==> src/rtl/mccpu_mem_pkg.sv <==
// Shared types and constants for the multicycle-CPU memory bridge.
// Holds the FSM state encoding, the timeout read-data default and the legal TIMEOUT range.
package mccpu_mem_pkg;

   typedef enum logic [1:0] {
      IDLE = 2'b00,
      WAIT = 2'b01,
      DONE = 2'b10
   } state_t;

   localparam logic [31:0] ERR_DATA_DEFAULT = 32'hDEAD_BEEF;
   localparam int unsigned TIMEOUT_MIN      = 32'd2;
   localparam int unsigned TIMEOUT_MAX      = 32'd255;

endpackage

==> src/rtl/mccpu_mem_bridge_if.sv <==
// Memory-side request/acknowledge bus of the bridge.
// The bridge drives it through the master modport; the memory uses the slave modport.
interface mccpu_mem_bridge_if #(
   parameter int unsigned AW = 32,
   parameter int unsigned DW = 32
);
   logic          mem_req;
   logic          mem_we;
   logic [AW-1:0] mem_addr;
   logic [DW-1:0] mem_wdata;
   logic [DW-1:0] mem_rdata;
   logic          mem_ack;

   modport master (
      output mem_req, mem_we, mem_addr, mem_wdata,
      input  mem_rdata, mem_ack
   );

   modport slave (
      input  mem_req, mem_we, mem_addr, mem_wdata,
      output mem_rdata, mem_ack
   );
endinterface

==> src/rtl/mccpu_mem_timer.sv <==
// Wait-cycle counter: clears on request, counts while enabled, saturates at TIMEOUT-1.
// expire flags the last permitted wait cycle so the bridge can abort the access.
module mccpu_mem_timer #(
   parameter int unsigned TIMEOUT = 16,
   parameter int unsigned CW      = $clog2(TIMEOUT + 1)
) (
   input  logic clk,
   input  logic clrn,
   input  logic clr,
   input  logic en,
   output logic expire
);
   localparam logic [CW-1:0] LAST = CW'(TIMEOUT - 1);

   logic [CW-1:0] cnt_r;

   // Counter register: clear has priority, then saturating increment.
   always_ff @(posedge clk or negedge clrn) begin
      if (!clrn) begin
         cnt_r <= '0;
      end else if (clr) begin
         cnt_r <= '0;
      end else if (en && (cnt_r != LAST)) begin
         cnt_r <= cnt_r + CW'(1);
      end else begin
         cnt_r <= cnt_r;
      end
   end

   assign expire = (cnt_r == LAST);

endmodule

==> src/rtl/mccpu_mem_bridge.sv <==
// Converts single-cycle CPU memory accesses into req/ack memory transactions,
// stalling the CPU until the data is ready and aborting accesses that never complete.
module mccpu_mem_bridge
   import mccpu_mem_pkg::*;
#(
   parameter int unsigned   AW       = 32,
   parameter int unsigned   DW       = 32,
   parameter int unsigned   TIMEOUT  = 16,
   parameter logic [DW-1:0] ERR_DATA = DW'(ERR_DATA_DEFAULT)
) (
   input  logic                 clk,
   input  logic                 clrn,
   input  logic                 cpu_rd,
   input  logic                 cpu_wr,
   input  logic [AW-1:0]        cpu_addr,
   input  logic [DW-1:0]        cpu_wdata,
   output logic [DW-1:0]        cpu_rdata,
   output logic                 stall,
   output logic                 done_o,
   output logic                 err,
   mccpu_mem_bridge_if.master   mem
);
   localparam int unsigned CW = $clog2(TIMEOUT + 1);

   state_t        state_r;
   state_t        state_nxt_s;
   logic          stall_s;
   logic          req_s;
   logic          expire_s;
   logic          tmr_clr_s;
   logic          tmr_en_s;
   logic          mem_req_r;
   logic          mem_we_r;
   logic [AW-1:0] mem_addr_r;
   logic [DW-1:0] mem_wdata_r;
   logic [DW-1:0] rdata_r;
   logic          err_r;
   logic          done_r;

   assign req_s     = cpu_rd | cpu_wr;
   assign tmr_en_s  = (state_r == WAIT);
   // Counter restarts outside WAIT and on the ack edge, so every access begins at zero.
   assign tmr_clr_s = (state_r != WAIT) | mem.mem_ack;

   mccpu_mem_timer #(
      .TIMEOUT (TIMEOUT),
      .CW      (CW)
   ) u_timer (
      .clk    (clk),
      .clrn   (clrn),
      .clr    (tmr_clr_s),
      .en     (tmr_en_s),
      .expire (expire_s)
   );

   // Next-state and stall decode; stall rises in the request cycle itself.
   always_comb begin
      state_nxt_s = state_r;
      stall_s     = 1'b0;
      case (state_r)
         IDLE: begin
            if (req_s) begin
               stall_s     = 1'b1;
               state_nxt_s = WAIT;
            end else begin
               state_nxt_s = IDLE;
            end
         end
         WAIT: begin
            stall_s = 1'b1;
            if (mem.mem_ack || expire_s) begin
               state_nxt_s = DONE;
            end else begin
               state_nxt_s = WAIT;
            end
         end
         DONE: begin
            state_nxt_s = IDLE;
         end
         default: begin
            state_nxt_s = IDLE;
         end
      endcase
   end

   // State register.
   always_ff @(posedge clk or negedge clrn) begin
      if (!clrn) begin
         state_r <= IDLE;
      end else begin
         state_r <= state_nxt_s;
      end
   end

   // Bus, read-data and status registers; ack beats a same-cycle timeout.
   always_ff @(posedge clk or negedge clrn) begin
      if (!clrn) begin
         mem_req_r   <= 1'b0;
         mem_we_r    <= 1'b0;
         mem_addr_r  <= '0;
         mem_wdata_r <= '0;
         rdata_r     <= '0;
         err_r       <= 1'b0;
         done_r      <= 1'b0;
      end else begin
         done_r <= (state_nxt_s == DONE);
         case (state_r)
            IDLE: begin
               if (req_s) begin
                  mem_req_r   <= 1'b1;
                  mem_we_r    <= cpu_wr;
                  mem_addr_r  <= cpu_addr;
                  mem_wdata_r <= cpu_wdata;
               end else begin
                  mem_req_r <= 1'b0;
               end
            end
            WAIT: begin
               if (mem.mem_ack) begin
                  mem_req_r <= 1'b0;
                  mem_we_r  <= 1'b0;
                  rdata_r   <= mem_we_r ? '0 : mem.mem_rdata;
               end else if (expire_s) begin
                  mem_req_r <= 1'b0;
                  mem_we_r  <= 1'b0;
                  err_r     <= 1'b1;
                  rdata_r   <= ERR_DATA;
               end else begin
                  mem_req_r <= 1'b1;
               end
            end
            default: begin
               mem_req_r <= 1'b0;
               mem_we_r  <= 1'b0;
            end
         endcase
      end
   end

   assign stall         = stall_s;
   assign done_o        = done_r;
   assign err           = err_r;
   assign cpu_rdata     = rdata_r;
   assign mem.mem_req   = mem_req_r;
   assign mem.mem_we    = mem_we_r;
   assign mem.mem_addr  = mem_addr_r;
   assign mem.mem_wdata = mem_wdata_r;

endmodule

==> src/flat_wrapper.sv <==
// flat-port wrapper written by rule: the top's interface ports become plain ports
module mccpu_mem_bridge_flat import mccpu_mem_pkg::*;
#(
   parameter int unsigned   AW       = 32,
   parameter int unsigned   DW       = 32,
   parameter int unsigned   TIMEOUT  = 16,
   parameter logic [DW-1:0] ERR_DATA = DW'(ERR_DATA_DEFAULT)
)
  (clk, clrn, cpu_rd, cpu_wr, cpu_addr, cpu_wdata, cpu_rdata, stall, done_o, err, mem_mem_req, mem_mem_we, mem_mem_addr, mem_mem_wdata, mem_mem_rdata, mem_mem_ack);
  mccpu_mem_bridge_if #(.AW(AW), .DW(DW)) mem_i ();
  input  logic clk;
  input  logic clrn;
  input  logic cpu_rd;
  input  logic cpu_wr;
  input  logic [AW-1:0] cpu_addr;
  input  logic [DW-1:0] cpu_wdata;
  output logic [DW-1:0] cpu_rdata;
  output logic stall;
  output logic done_o;
  output logic err;
  output wire logic [$bits(mem_i.mem_req)-1:0] mem_mem_req;
  output wire logic [$bits(mem_i.mem_we)-1:0] mem_mem_we;
  output wire logic [$bits(mem_i.mem_addr)-1:0] mem_mem_addr;
  output wire logic [$bits(mem_i.mem_wdata)-1:0] mem_mem_wdata;
  input wire logic [$bits(mem_i.mem_rdata)-1:0] mem_mem_rdata;
  input wire logic [$bits(mem_i.mem_ack)-1:0] mem_mem_ack;
  assign mem_mem_req = mem_i.mem_req;
  assign mem_mem_we = mem_i.mem_we;
  assign mem_mem_addr = mem_i.mem_addr;
  assign mem_mem_wdata = mem_i.mem_wdata;
  assign mem_i.mem_rdata = mem_mem_rdata;
  assign mem_i.mem_ack = mem_mem_ack;
  mccpu_mem_bridge #(.AW(AW), .DW(DW), .TIMEOUT(TIMEOUT), .ERR_DATA(ERR_DATA)) u_core (.clk(clk), .clrn(clrn), .cpu_rd(cpu_rd), .cpu_wr(cpu_wr), .cpu_addr(cpu_addr), .cpu_wdata(cpu_wdata), .cpu_rdata(cpu_rdata), .stall(stall), .done_o(done_o), .err(err), .mem(mem_i));
endmodule
==> config.mk <==
export PLATFORM = sky130hd
export DESIGN_NAME = mccpu_mem_bridge_flat
export DESIGN_NICKNAME = d
export VERILOG_FILES = /design/src/rtl/mccpu_mem_pkg.sv /design/src/rtl/mccpu_mem_bridge_if.sv /design/src/rtl/mccpu_mem_timer.sv /design/src/rtl/mccpu_mem_bridge.sv /design/src/flat_wrapper.sv
export SDC_FILE = /design/constraint.sdc
export NUM_CORES = 1
export LEC_CHECK = 0
export BUFFER_PORTS_ARGS = -buffer_cell sky130_fd_sc_hd__buf_2
export CORE_ASPECT_RATIO = 0.7
export CORE_MARGIN = 2
export CORE_UTILIZATION = 47
export DETAILED_ROUTE_END_ITERATION = 6
export PLACE_DENSITY = 0.88
export SETUP_SLACK_MARGIN = 0.5
export SYNTH_ARGS = -nofsm -noshare
export SYNTH_HDL_FRONTEND = slang
export SYNTH_SLANG_ARGS = --single-unit
export TNS_END_PERCENT = 5
==> constraint.sdc <==
create_clock -name clk -period 1.8 [get_ports clk]
set_input_delay 0.09 -clock clk [delete_from_list [all_inputs] [get_ports clk]]
set_output_delay 0.09 -clock clk [all_outputs]
set_load 0.01 [all_outputs]
==> impl_metrics.prom, run 1 <==
# TYPE chip_impl_metric gauge
chip_impl_metric{name="grt_pass1_vias",unit=""} 3721
chip_impl_metric{name="power_frac_clock",unit=""} 0.170
chip_impl_metric{name="netSwitchingFraction",unit=""} 0.343
chip_impl_metric{name="timing.final.crit_period",unit="ns"} 1.54
chip_impl_metric{name="report.final.hold_viol_count",unit=""} 0
chip_impl_info{name="critical_path.endpoint_type",value="flop"} 1
chip_impl_metric{name="intPower",unit="W"} 0.00763
chip_impl_metric{name="combinationalPowerShare",unit=""} 0.467
chip_impl_info{name="most-common-layout-cells",value="buf_2, dfrtp_1, dlygate4sd3_1"} 1
chip_impl_metric{name="synth.distinct_cells",unit=""} 26
chip_impl_metric{name="critPathArrivalTime",unit="ns"} 1.77
chip_impl_metric{name="yosys_warnings",unit=""} 0
chip_impl_metric{name="worst_slew_margin_rel",unit=""} 0.744
chip_impl_info{name="layout.cells.most_common",value="buf_2"} 1
chip_impl_metric{name="max-clock-path-buffers",unit=""} 2
chip_impl_metric{name="area_growth",unit="%"} 55.8
chip_impl_metric{name="power_density",unit="nW/um2"} 1690
chip_impl_metric{name="synth.yosys.seq_area_share",unit=""} 0.604
chip_impl_metric{name="timing.fmax",unit="MHz"} 649
chip_impl_metric{name="grt_max_degree",unit=""} 57
chip_impl_metric{name="congestion_overflow_gr",unit=""} 0
chip_impl_metric{name="drc",unit=""} 0
chip_impl_metric{name="count_of_state_elements_after_synthesis",unit=""} 106
chip_impl_metric{name="nets",unit=""} 686
chip_impl_metric{name="antenna_found_initial",unit=""} 0
chip_impl_info{name="category_of_the_most_critical_setup_path",value="flop to flop"} 1
chip_impl_metric{name="total_switching_power",unit="W"} 0.00398
chip_impl_metric{name="detail_route.first_pass.iterations",unit=""} 4
chip_impl_metric{name="slew_violations",unit=""} 0
chip_impl_metric{name="seq_power_share",unit=""} 0.364
chip_impl_metric{name="final_layout_size_suffix_gt1_frac",unit=""} 0.529
chip_impl_metric{name="die_y",unit="um"} 84.9
chip_impl_metric{name="drt-initial-drc-count",unit=""} 167
chip_impl_metric{name="area_of_the_core",unit="um2"} 9070
chip_impl_metric{name="die_area",unit="um2"} 10200
chip_impl_metric{name="cts_num_sinks",unit=""} 106
chip_impl_metric{name="synthCells",unit=""} 292
chip_impl_metric{name="timing.critical_path.required",unit="ns"} 2.02
chip_impl_metric{name="power.ir.vdd_worst",unit="uV"} 1100
chip_impl_metric{name="vias",unit=""} 3566
chip_impl_metric{name="actual_slew_at_the_worst_max_slew_pin",unit="ns"} 0.383
chip_impl_metric{name="h_tree_depth",unit=""} 3
chip_impl_info{name="run_status",value="finished, final reports clean"} 1
chip_impl_info{name="worstHoldPathType",value="input port to flop"} 1
chip_impl_metric{name="initial_core_util",unit=""} 0.484
chip_impl_info{name="startpoint_type",value="flop"} 1
chip_impl_metric{name="path_max_fanout",unit=""} 8
chip_impl_metric{name="num-fill-cells",unit=""} 562
chip_impl_metric{name="die_w",unit="um"} 120
chip_impl_metric{name="skew",unit="ns"} 0.00534
chip_impl_metric{name="placement.io_buffers",unit=""} 201
chip_impl_metric{name="clkTransAtPathRegs",unit="ns"} 0.07
chip_impl_metric{name="io_pins",unit=""} 202
chip_impl_metric{name="detail_route.vias_per_cell",unit=""} 5.00
chip_impl_metric{name="grt_pass1_wl",unit="um"} 20200
chip_impl_info{name="tritoncts",value="built"} 1
chip_impl_metric{name="grtUsageTotal",unit=""} 0.260
chip_impl_metric{name="whs",unit="ns"} 0.0147
chip_impl_metric{name="synth.avg_cell_area",unit="um2"} 15.0
chip_impl_metric{name="max_cap_viol_count",unit=""} 0
chip_impl_metric{name="final_core_util",unit=""} 0.755
chip_impl_metric{name="drt-wirelength-per-cell",unit="um"} 18.3
chip_impl_metric{name="fin_setup_tns",unit="ns"} 0
chip_impl_metric{name="drtAntennaViolNets",unit=""} 0
chip_impl_metric{name="synthesis.area",unit="um2"} 4390
chip_impl_metric{name="fin_crit_sh",unit=""} 0.857
chip_impl_metric{name="insertion_delay",unit="ns"} 0.34
chip_impl_metric{name="dp_hpwl",unit="um"} 7360
chip_impl_metric{name="finalSetupViolCount",unit=""} 0
chip_impl_metric{name="synth_nets",unit=""} 395
chip_impl_metric{name="num_rows",unit=""} 29
chip_impl_info{name="cts_root_buffer",value="clkbuf_16"} 1
chip_impl_metric{name="power_leakage",unit="nW"} 3.38
chip_impl_metric{name="drt-total-wl",unit="um"} 13000
chip_impl_metric{name="cts_inserted_buffers",unit=""} 9
chip_impl_info{name="grt_setup_unrepaired",value="true"} 1
chip_impl_metric{name="globalplace.congestion",unit=""} 0.773
==> registers in the layout, indices dropped and copies added, names as in the netlist <==
register / count
u_core.cpu_rdata: 32
u_core.done_o: 1
u_core.err: 1
u_core.mem.mem_addr: 32
u_core.mem.mem_wdata: 32
u_core.mem.mem_we: 1
u_core.state_r: 2
u_core.u_timer.cnt_r: 5
==> final timing paths <==
kind / cells past startpoint / slack (ns) / end / from
worst max-delay path: 5 / 0.26 / u_core.cpu_rdata[9] / u_core.u_timer.cnt_r[1]
worst min register to register: 1 / 0.47 / u_core.err / u_core.err
min in group asynchronous: 2 / 0.20 / u_core.mem.mem_wdata[29] / clrn
worst min-delay path: 3 / 0.01 / u_core.cpu_rdata[17] / mem_mem_rdata[17]
max in group asynchronous: 3 / 0.89 / u_core.state_r[1] / clrn
worst max register to register: 5 / 0.26 / u_core.cpu_rdata[9] / u_core.u_timer.cnt_r[1]
==> synth_stat cells <==
| library cell | count | area share |
|---|---|---|
| nand2_2 | 1 | 0.0014 |
| dfrtp_1 | 106 | 0.60 |
| a22o_1 | 1 | 0.0020 |
| xor2_1 | 2 | 0.0040 |
| o22a_1 | 24 | 0.048 |
| nor2_1 | 8 | 0.0068 |
| ha_1 | 2 | 0.0057 |
| mux2_4 | 49 | 0.17 |
| buf_6 | 6 | 0.015 |
| o21bai_1 | 2 | 0.0034 |
| clkbuf_1 | 4 | 0.0034 |
| o21a_1 | 3 | 0.0051 |
| mux2i_1 | 1 | 0.0023 |
| xnor2_1 | 1 | 0.0020 |
| nor2b_1 | 26 | 0.037 |
| nor3_1 | 1 | 0.0011 |
| mux2_1 | 15 | 0.038 |
| buf_2 | 8 | 0.0091 |
| or3b_1 | 1 | 0.0020 |
| nand4b_1 | 9 | 0.018 |
| and3_1 | 1 | 0.0014 |
| inv_1 | 10 | 0.0085 |
| o32ai_1 | 1 | 0.0020 |
| a21oi_1 | 1 | 0.0011 |
| buf_4 | 1 | 0.0017 |
| o21ai_0 | 8 | 0.0091 |
==> area by class of cell <==
type | count | area, um2 | share of cell area
Sequential cell | 106 | 2650 | 0.388
Clock buffer | 9 | 225 | 0.0329
Clock inverter | 7 | 75.1 | 0.0110
Timing Repair Buffer | 295 | 2010 | 0.293
Antenna cell | 1 | 2.50 | 0.000365
Tap cell | 124 | 155 | 0.0227
Multi-Input combinational cell | 161 | 1690 | 0.247
Inverter | 10 | 37.5 | 0.00548
==> layer usage <==
metal  up-vias  GRT usage  routed length (um)  part of all wire
li1       1614          -                   -                 -
met1      1763      0.337                5620              0.43
met2       168      0.438                6350              0.49
met3        21     0.0605                 824             0.063
met4         0     0.0813                 222             0.017
met5         -          0                   0                 0
==> logic make-up after synthesis <==
logic type               after synthesis  synth area share
AO/OA/AOI/OAI                         40            0.0706
XOR/XNOR                               3           0.00598
adder cells (fa/ha/maj)                2           0.00569
buffers and inverters                 29            0.0382
flip-flops                           106             0.604
multiplexers                          65             0.208
AND/OR/NAND/NOR                       47            0.0678
==> worst max-delay path: stages, from the launching register on <==
cell and delay, ns:
dfrtp_1 0.40, ha_2 0.20, and3_4 0.15, ha_4 0.20, o21a_4 0.25, o22a_1 0.22
==> power groups by stage <==
| stage | Clock, W | Sequential, W | Combinational [W] |
|---|---|---|---|
| 2_1_floorplan | 0 | 0.00469 | 0.00246 |
| 3_3_place_gp | 0 | 0.00414 | 0.00452 |
| 3_5_place_dp | 0 | 0.00419 | 0.00467 |
| 4_1_cts | 0.00201 | 0.00417 | 0.00520 |
| 5_1_grt | 0.00210 | 0.00434 | 0.00577 |
| 6_report | 0.00197 | 0.00422 | 0.00542 |
==> repair_timing <==
action | in CTS | in global routing
setup buffers | 12 | 7
gates resized for setup | 15 | 5
cloned | 6 | 1
endpoints found under the hold margin | 141 | 0
endpoints found under the setup margin | 102 | 108
pin swaps | 5 | 4
hold buffers | 65 | 0
==> per-stage QoR <==
step	std cells	area, um2	power (W)	worst slack [ns]
final	713	6850	0.0116	0.258
after detailed placement	605	5550	0.00886	0.143
after global routing	712	6850	0.0122	0.229
after CTS	704	6750	0.0114	0.282
after floorplan	292	4440	0.00714	0.285
after global placement	605	5550	0.00866	0.209
Note: power is estimated with default switching activity, not from simulation.
==> run 2, diff against run 1 <==
Settings changed: PLACE_DENSITY 0.88 to 0.8.
==> impl_metrics.prom, run 2 (synthesized netlist as in run 1, its figures left out) <==
# TYPE chip_impl_metric gauge
chip_impl_metric{name="initial_core_util",unit=""} 0.484
chip_impl_info{name="most-common-layout-cells",value="buf_2, dfrtp_1, dlygate4sd3_1"} 1
chip_impl_metric{name="drtAntennaViolNets",unit=""} 0
chip_impl_metric{name="power.ir.vdd_worst",unit="uV"} 1040
chip_impl_metric{name="max_cap_viol_count",unit=""} 0
chip_impl_metric{name="area_of_the_core",unit="um2"} 9070
chip_impl_metric{name="fin_setup_tns",unit="ns"} 0
chip_impl_metric{name="critPathArrivalTime",unit="ns"} 1.78
chip_impl_metric{name="timing.reg2reg.setup_slack",unit="ns"} 0.24
chip_impl_info{name="tritoncts",value="built"} 1
chip_impl_metric{name="cts_inserted_buffers",unit=""} 9
chip_impl_metric{name="slew_violations",unit=""} 0
chip_impl_info{name="cts_root_buffer",value="clkbuf_16"} 1
chip_impl_metric{name="finalSetupViolCount",unit=""} 0
chip_impl_metric{name="grtUsageTotal",unit=""} 0.247
chip_impl_metric{name="hold-path-cell-count",unit=""} 3
chip_impl_info{name="category_of_the_most_critical_setup_path",value="flop to flop"} 1
chip_impl_metric{name="place_area",unit="um2"} 5550
chip_impl_metric{name="drt-total-wl",unit="um"} 12200
chip_impl_info{name="hold-path-endpoint",value="u_core.cpu_rdata[14]"} 1
chip_impl_info{name="critical_path.cell_chain",value="ha_2 -> and3_4 -> ha_4 -> o21a_2 -> o22a_1"} 1
chip_impl_info{name="r2r_start",value="u_core.u_timer.cnt_r[1]"} 1
chip_impl_metric{name="detail_route.vias_per_cell",unit=""} 5.09
chip_impl_metric{name="worst_slew_margin_rel",unit=""} 0.751
chip_impl_metric{name="worst-path-buf-inv",unit=""} 0
chip_impl_metric{name="die_y",unit="um"} 84.9
chip_impl_metric{name="dp_hpwl",unit="um"} 7050
chip_impl_metric{name="h_tree_depth",unit=""} 3
chip_impl_info{name="setup.worst_path.start",value="u_core.u_timer.cnt_r[1]"} 1
chip_impl_metric{name="whs",unit="ns"} 0.0189
chip_impl_metric{name="grt_max_degree",unit=""} 57
chip_impl_metric{name="actual_slew_at_the_worst_max_slew_pin",unit="ns"} 0.374
chip_impl_info{name="startpoint_type",value="flop"} 1
chip_impl_metric{name="power_frac_clock",unit=""} 0.180
chip_impl_info{name="critical_path.endpoint_type",value="flop"} 1
chip_impl_metric{name="cpPeakStageDelay",unit="ns"} 0.41
chip_impl_metric{name="vias",unit=""} 3551
chip_impl_metric{name="timing.final.crit_period",unit="ns"} 1.56
chip_impl_info{name="critical-path-top-delay-family",value="compound AO/OA/AOI/OAI gates"} 1
chip_impl_metric{name="die_w",unit="um"} 120
chip_impl_metric{name="timing.fmax",unit="MHz"} 643
chip_impl_metric{name="seq_power_share",unit=""} 0.366
chip_impl_metric{name="fin_crit_sh",unit=""} 0.864
chip_impl_info{name="run_status",value="finished, final reports clean"} 1
chip_impl_metric{name="globalplace.congestion",unit=""} 0.749
chip_impl_metric{name="num_rows",unit=""} 29
chip_impl_metric{name="report.final.hold_viol_count",unit=""} 0
chip_impl_info{name="worstHoldPathType",value="input port to flop"} 1
chip_impl_metric{name="final_layout_size_suffix_gt1_frac",unit=""} 0.511
chip_impl_metric{name="placement.io_buffers",unit=""} 201
chip_impl_metric{name="io_pins",unit=""} 202
chip_impl_info{name="critical_path.reg2reg.endpoint",value="u_core.cpu_rdata[1]"} 1
chip_impl_metric{name="layout.cell_area.non_filler",unit="um2"} 6730
chip_impl_metric{name="cp_num_cells",unit=""} 5
chip_impl_metric{name="intPower",unit="W"} 0.00765
chip_impl_info{name="hp-start",value="mem_mem_rdata[14]"} 1
chip_impl_metric{name="timing.critical_path.required",unit="ns"} 2.02
chip_impl_metric{name="drt-initial-drc-count",unit=""} 195
chip_impl_metric{name="grt_pass1_vias",unit=""} 3778
chip_impl_metric{name="power_density",unit="nW/um2"} 1710
chip_impl_metric{name="power_leakage",unit="nW"} 3.30
chip_impl_metric{name="drt-wirelength-per-cell",unit="um"} 17.5
chip_impl_metric{name="path_max_fanout",unit=""} 14
chip_impl_info{name="layout.cells.most_common",value="buf_2"} 1
chip_impl_metric{name="skew",unit="ns"} 0.00499
chip_impl_info{name="grt_setup_unrepaired",value="true"} 1
chip_impl_metric{name="total_switching_power",unit="W"} 0.00383
chip_impl_metric{name="congestion_overflow_gr",unit=""} 0
chip_impl_metric{name="grt_pass1_wl",unit="um"} 19400
chip_impl_info{name="worst_path_max_delay_cell",value="dfrtp_1"} 1
chip_impl_metric{name="max-clock-path-buffers",unit=""} 2
chip_impl_metric{name="die_area",unit="um2"} 10200
chip_impl_metric{name="insertion_delay",unit="ns"} 0.33
chip_impl_metric{name="detail_route.first_pass.iterations",unit=""} 4
chip_impl_metric{name="nets",unit=""} 671
chip_impl_metric{name="clkTransAtPathRegs",unit="ns"} 0.06
chip_impl_metric{name="netSwitchingFraction",unit=""} 0.334
chip_impl_metric{name="antennaDiodeCount",unit=""} 0
chip_impl_metric{name="antenna_found_initial",unit=""} 0
chip_impl_metric{name="timing.reg2reg.worst_path_depth",unit=""} 5
chip_impl_metric{name="cts_num_sinks",unit=""} 106
chip_impl_metric{name="area_growth",unit="%"} 53.0
chip_impl_metric{name="drc",unit=""} 0
chip_impl_metric{name="combinationalPowerShare",unit=""} 0.454
==> run 2: changes by cell type in the layout (fill, tap and decap cells not counted), moves of 2 or more <==
cell      before  now
buf_6          3    0
inv_6          2    0
buf_4         19    8
clkinv_4       2    0
==> run 2: power by group through the flow <==
stage                     clock (W)  combinational, W  sequential, W
after floorplan                   0           0.00246        0.00469
after global placement            0           0.00453        0.00412
after detailed placement          0           0.00467        0.00417
after CTS                   0.00211           0.00518        0.00417
after global routing        0.00220           0.00556        0.00433
final                       0.00207           0.00521        0.00421
==> run 2: area by class of cell <==
class / count / area, um2
Inverter: 10 / 37.5
Multi-Input combinational cell: 161 / 1680
Timing Repair Buffer: 280 / 1870
Sequential cell: 106 / 2660
Clock inverter: 5 / 77.6
Fill cell: 585 / 2350
Clock buffer: 11 / 243
Tap cell: 124 / 155
==> run 2: worst max-delay path by stage <==
stage,to
detailed placement,u_core.cpu_rdata[7]
finish,u_core.cpu_rdata[1]
CTS,u_core.cpu_rdata[12]
global placement,u_core.cpu_rdata[12]
floorplan,u_core.cpu_rdata[10]
global route,u_core.cpu_rdata[19]
==> run 2: per-stage QoR <==
step	total power, W	setup slack, ns	cells	utilization
floorplan	0.00714	0.285	292	-
global placement	0.00865	0.207	604	0.611
detailed placement	0.00885	0.122	604	0.611
CTS	0.0115	0.261	696	0.740
global route	0.0121	0.196	697	0.741
finish	0.0115	0.244	697	0.741
==> run 2: worst reg2reg max path: stages, from the launching register on <==
cell	delay (ns)
dfrtp_1	0.41
ha_2	0.20
and3_4	0.16
ha_4	0.22
o21a_2	0.25
o22a_1	0.20
==> run 2: layer usage <==
| layer | share of wire | wire length (um) | GRT usage |
|---|---|---|---|
| met2 | 0.50 | 6100 | 0.429 |
| met1 | 0.42 | 5080 | 0.301 |
| met3 | 0.071 | 866 | 0.0699 |
| met5 | 0 | 0 | 0 |
| met4 | 0.014 | 170 | 0.0759 |
==> run 2: repair_timing <==
action | CTS | global route
setup buffers | 5 | 1
pin swaps | 2 | 0
hold buffers | 65 | 0
endpoints found under the hold margin | 87 | 0
setup endpoints to repair | 103 | 108
resized for setup | 12 | 1
cloned | 6 | 0
